[config.mk]
export PLATFORM = sky130hd
export DESIGN_NAME = stream_pack_flat
export DESIGN_NICKNAME = d
export VERILOG_FILES = /design/src/rtl/stream_pack_if.sv /design/src/rtl/stream_pack.sv /design/src/flat_wrapper.sv
export SDC_FILE = /design/constraint.sdc
export NUM_CORES = 1
export LEC_CHECK = 0
export ABC_AREA = 1
export CORE_MARGIN = 2
export CORE_UTILIZATION = 52
export DETAILED_ROUTE_END_ITERATION = 7
export PLACE_DENSITY = 0.82
export SKIP_LAST_GASP = 1
export SYNTH_ARGS = -nofsm -noshare
export SYNTH_HDL_FRONTEND = slang
export SYNTH_SLANG_ARGS = --single-unit
[constraint.sdc]
create_clock -name clk_i -period 3 [get_ports clk_i]
set_clock_uncertainty 0.2 [all_clocks]
set_input_delay 0.3 -clock clk_i [delete_from_list [all_inputs] [get_ports clk_i]]
set_output_delay 0.3 -clock clk_i [all_outputs]
set_load 0.05 [all_outputs]
[src/rtl/stream_pack_if.sv]
// Word-in / vector-out handshake bundle for stream_pack.
// The slave modport is the packer's view; the master modport is the surrounding logic.
interface stream_pack_if #(
  parameter int LANES_P = 4,
  parameter int WIDTH_P = 8
);
  localparam int CNT_W = $clog2(LANES_P + 1);

  logic [WIDTH_P-1:0]         data_i;
  logic                       valid_i;
  logic                       last_i;
  logic                       ready_o;
  logic [LANES_P*WIDTH_P-1:0] data_o;
  logic [CNT_W-1:0]           count_o;
  logic                       last_o;
  logic                       valid_o;
  logic                       ready_i;

  modport slave (
    input  data_i, valid_i, last_i, ready_i,
    output ready_o, data_o, count_o, last_o, valid_o
  );

  modport master (
    output data_i, valid_i, last_i, ready_i,
    input  ready_o, data_o, count_o, last_o, valid_o
  );
endinterface

[src/rtl/stream_pack.sv]
// Narrow-to-wide packer: gathers LANES_P words (or fewer on last_i) into one
// zero-padded vector tagged with its lane count, presented on valid/ready.
module stream_pack #(
  parameter int LANES_P = 4,
  parameter int WIDTH_P = 8
) (
  input logic          clk_i,
  input logic          rst_ni,
  stream_pack_if.slave bus
);
  localparam int CNT_W = $clog2(LANES_P + 1);
  localparam int IDX_W = (LANES_P > 1) ? $clog2(LANES_P) : 1;
  localparam logic [CNT_W-1:0] LANES_C = CNT_W'(LANES_P);
  localparam logic [CNT_W-1:0] ONE_C   = CNT_W'(1);

  typedef enum logic {FILL, HOLD} state_t;

  state_t                          state_q, state_d;
  logic [CNT_W-1:0]                fill_q, fill_d, fill_inc;
  logic [CNT_W-1:0]                count_q, count_d;
  logic [LANES_P-1:0][WIDTH_P-1:0] lanes_q, lanes_d;
  logic                            last_q, last_d;
  logic                            accept, handoff;

  // In HOLD the upstream ready is a straight combinational copy of the
  // downstream ready; register it outside if that path is too long.
  assign bus.ready_o = rst_ni && ((state_q == FILL) || bus.ready_i);
  assign accept      = bus.valid_i && bus.ready_o;
  assign handoff     = (state_q == HOLD) && bus.ready_i;
  assign fill_inc    = fill_q + ONE_C;

  always_comb begin
    // NOTE: every signal gets a default before the case so no path leaves
    // it unassigned; a missing default would infer a latch.
    state_d = state_q;
    fill_d  = fill_q;
    count_d = count_q;
    lanes_d = lanes_q;
    last_d  = last_q;
    case (state_q)
      FILL: begin
        if (accept) begin
          lanes_d[fill_q[IDX_W-1:0]] = bus.data_i;
          fill_d = fill_inc;
          if ((fill_inc == LANES_C) || bus.last_i) begin
            state_d = HOLD;
            count_d = fill_inc;
            last_d  = bus.last_i;
          end
        end
      end
      HOLD: begin
        if (handoff) begin
          state_d = FILL;
          fill_d  = '0;
          count_d = '0;
          lanes_d = '0;
          last_d  = 1'b0;
          // A word taken in the handoff cycle opens the next vector at lane 0.
          if (accept) begin
            lanes_d[0] = bus.data_i;
            fill_d     = ONE_C;
            if ((ONE_C == LANES_C) || bus.last_i) begin
              state_d = HOLD;
              count_d = ONE_C;
              last_d  = bus.last_i;
            end
          end
        end
      end
      default: state_d = FILL;
    endcase
  end

  always_ff @(posedge clk_i or negedge rst_ni) begin
    if (!rst_ni) begin
      state_q <= FILL;
      fill_q  <= '0;
      count_q <= '0;
      lanes_q <= '0;
      last_q  <= 1'b0;
    end else begin
      // NOTE: non-blocking assignments so every register samples the
      // pre-edge values regardless of statement order.
      state_q <= state_d;
      fill_q  <= fill_d;
      count_q <= count_d;
      lanes_q <= lanes_d;
      last_q  <= last_d;
    end
  end

  assign bus.data_o  = lanes_q;
  assign bus.count_o = count_q;
  assign bus.last_o  = last_q;
  assign bus.valid_o = (state_q == HOLD);

endmodule

[src/flat_wrapper.sv]
// flat-port wrapper written by rule: the top's interface ports become plain ports
module stream_pack_flat 
#(
  parameter int LANES_P = 4,
  parameter int WIDTH_P = 8
)
  (clk_i, rst_ni, bus_data_i, bus_valid_i, bus_last_i, bus_ready_i, bus_ready_o, bus_data_o, bus_count_o, bus_last_o, bus_valid_o);
  stream_pack_if #(.LANES_P(LANES_P), .WIDTH_P(WIDTH_P)) bus_i ();
  input logic clk_i;
  input logic rst_ni;
  input wire logic [$bits(bus_i.data_i)-1:0] bus_data_i;
  input wire logic [$bits(bus_i.valid_i)-1:0] bus_valid_i;
  input wire logic [$bits(bus_i.last_i)-1:0] bus_last_i;
  input wire logic [$bits(bus_i.ready_i)-1:0] bus_ready_i;
  output wire logic [$bits(bus_i.ready_o)-1:0] bus_ready_o;
  output wire logic [$bits(bus_i.data_o)-1:0] bus_data_o;
  output wire logic [$bits(bus_i.count_o)-1:0] bus_count_o;
  output wire logic [$bits(bus_i.last_o)-1:0] bus_last_o;
  output wire logic [$bits(bus_i.valid_o)-1:0] bus_valid_o;
  assign bus_i.data_i = bus_data_i;
  assign bus_i.valid_i = bus_valid_i;
  assign bus_i.last_i = bus_last_i;
  assign bus_i.ready_i = bus_ready_i;
  assign bus_ready_o = bus_i.ready_o;
  assign bus_data_o = bus_i.data_o;
  assign bus_count_o = bus_i.count_o;
  assign bus_last_o = bus_i.last_o;
  assign bus_valid_o = bus_i.valid_o;
  stream_pack #(.LANES_P(LANES_P), .WIDTH_P(WIDTH_P)) u_core (.clk_i(clk_i), .rst_ni(rst_ni), .bus(bus_i));
endmodule
==> metrics.md <==
| Metric | Value |
|---|---|
| Status | finished clean |
| Via density | between 5 and 6 |
| Clock Latency Late Sink | approximately 290 ps |
| CP Cell Sequence | clkdlybuf4s50_1 |
| Reg-to-reg endpoint | u_core.bus.count_o[1]$_DFFE_PN0P_ |
| Layout fillers | 296 |
| Most frequent cells in the layout | nand2_1 (92), clkdlybuf4s50_1 (48), dfrtp_1 (40), nand3_1 (29) |
| Placed cell count | about 320 |
| Leak Pwr | 1.318 nW |
| Layout Nets | between 200 and 300 |
| Synth Cell Area | 0.001961 mm^2 |
| VDD IR max | approximately 0.65 mV |
| Worst Path Arrival | 1970 ps |
| Vias in the first global route | ~1,600 |
| Slew Limit Fails | 0 |
| Detailed Place HPWL | 3254 um |
| # setup viols final | 0 |
| Worst hold-check path type | in -> async |
| Critical path startpoint | u_core.bus.valid_o$_DFF_PN0_ |
| Routability cong. | 0.7824 |
| Worst Setup Start Kind | flop |
| FF-to-FF path depth | 5 |
| Syn_area_per_cell | 8.637 um^2 |
| # rows | 22 |
| Max-Cap Viols | 0 |
| Worst Path Buf+Inv | 1 |
| Rel. slew slack | between 50% and 60% |
| Leading area contributor after synthesis | dfrtp_1 |
| Mapped Nets | 245 |
| CTS buffer count | 5 |
| RSZ-0062 raised after global routing | no |
| TritonCTS clock tree | built |
| Total Power | between 2 and 3 mW |
| Crit Path Max Fanout | 18 |
| CTS Buffer Depth | 2 |
| Setup CP Type | reg -> out |
| WL/cell | ~14 um |
| Antenna violations before repair | 0 |
| CP required | 2500 ps |
| Final TNS setup | 0 ps |
| DR vias | around 1,700 |
| Die Footprint | around 0.0043 mm^2 |
| Clk pin slew, worst setup/hold paths | around 70 ps |
| Diodes inserted | 0 |
| First-pass GRT wire length | between 7000 and 8000 um |
| Share of the synthesized area in the top cell type | just over 50% |
| Final wirelength | approximately 4600 um |
| CP max stage delay | roughly 920 ps |
| Share of layout cells above drive strength 1 | around 8% |
| R2r setup slk | 910 ps |
| Yosys reg bits | 40 |
| Largest net degree at the start of global routing | 39 |
| Global route overflow | 0 |
| Final Cycle Share | about 82% |
| Final Hold Vio Count | 0 |
| Critical path's top delay family | buffers and inverters |
| Die H | approximately 65 um |
| Fin cells | between 300 and 400 |
| Initial Util | about 54% |
| Fmax | roughly 0.4 GHz |
| IO buf count | 50 |
| Post-synthesis cell type count | 22 |
| R2r startpoint | u_core.bus.valid_o$_DFF_PN0_ |
| Die Wd | between 60 and 70 um |
| Slew @ Worst Pin | roughly 640 ps |
| Core Box Area | roughly 0.0036 mm^2 |
| Most common library cell in the layout ignoring fill and taps | nand2_1 |
| Synth warn | 0 |
| Post-CTS Setup Bufs | 0 |
| Fin util | 69.80% |
| Root buf cell | clkbuf_8 |
| DR iter-0 viols | ~110 |
| Largest cells by area after synthesis | dfrtp_1 (51%), nand2_1 (18%), nand3_1 (7.4%) |
| Syn-to-layout area delta | 29.36% |
| Tmin final | 2474 ps |
| Sequential share of the synthesized area | approximately 51% |
| Setup crit end kind | output port |
| Gate Count Post-Synth | roughly 230 |
| Antenna viol nets, final | 0 |
| H-tree Lvls | 2 |
| Total track usage | roughly 24% |
| First-pass detailed-route iteration total | 4 |
| Ports | approximately 50 |
| CP max-delay cell | clkdlybuf4s50_1 |
| Power Density | 1160 mW/mm^2 |
| DRC viols | 0 |
| Clock sinks | 40 |
-- worst max path at each step --
stage | end | slack [ps] | depth (start not counted)
after floorplan | bus_ready_o | 1270 | 4
after detailed placement | u_core.bus.count_o[2]$_DFFE_PN0P_ | 750 | 6
final | bus_valid_o | 530 | 1
after global placement | u_core.bus.count_o[1]$_DFFE_PN0P_ | 820 | 6
after CTS | bus_valid_o | 550 | 1
after global routing | bus_valid_o | 460 | 1
-- repair_timing --
item                                   4_1_cts  5_1_grt
gates resized for setup                      0        0
endpoints found under the hold margin        2        0
hold buffers                                 1        0
-- power breakdown --
| group | internal [mW] | total [mW] | switching (mW) |
|---|---|---|---|
| combinational | 0.528 | 1.70 | 1.17 |
| clock | 0.158 | 0.333 | 0.175 |
| sequential | 0.768 | 0.913 | 0.145 |
| total | 1.45 | 2.94 | 1.49 |
-- state kept, by name, indices dropped and copies added, names as in the netlist --
signal,flops
u_core.bus.data_o,32
u_core.bus.count_o,3
u_core.fill_q,3
u_core.bus.last_o,1
u_core.bus.valid_o,1
-- layer usage --
layer / GRT usage (%) / part of all wire (%) / up-vias
met5: 0 / 0 / -
met3: 5.308 / 6.5 / 12
met2: 35.59 / 46 / 64
met1: 34.24 / 45 / 788
met4: 9.896 / 2.4 / 0
li1: - / - / 824
-- kinds of logic (layout without fill, tap and decap cells) --
group | Yosys count | count (layout) | share of synthesized area [%]
AND/OR/NAND/NOR | 145 | 145 | 34.40
buffers and inverters | 23 | 71 | 5.999
flip-flops | 40 | 40 | 51.05
adder cells (fa/ha/maj) | 5 | 5 | 3.191
AO/OA/AOI/OAI | 14 | 14 | 5.361
-- cells in the mapped netlist (all sizes together) --
library cell and n:
nand3 29, nand2 100, nor2 11, buf 10, inv 12, o21ai 4
o21bai 1, or2 2, o2111ai 8, dfrtp 40, ha 5, clkbuf 1
o211ai 1, nand4 2, nor3 1
-- area by class of cell --
type | instances | area (um^2) | share of cell area [%]
flip-flops and latches | 40 | 1001 | 39.47
multi-input cells | 164 | 842.1 | 33.20
repair buffers | 52 | 510.5 | 20.13
clock buffers | 6 | 72.57 | 2.861
well taps | 48 | 60.06 | 2.368
inverters | 12 | 45.04 | 1.776
clock inverters | 1 | 5.005 | 0.1973
-- per-stage QoR --
step / worst slack, ps / cell area [um^2] / hold WS, ps
after floorplan: 1267 / 1961 / -195.6
after global placement: 821.8 / 2449 / -60.41
after detailed placement: 746.6 / 2449 / -59.62
after CTS: 545.7 / 2536 / 160.4
after global routing: 457.9 / 2536 / 170.1
final: 526.4 / 2536 / 165.8
(Power assumes the default switching activity.)
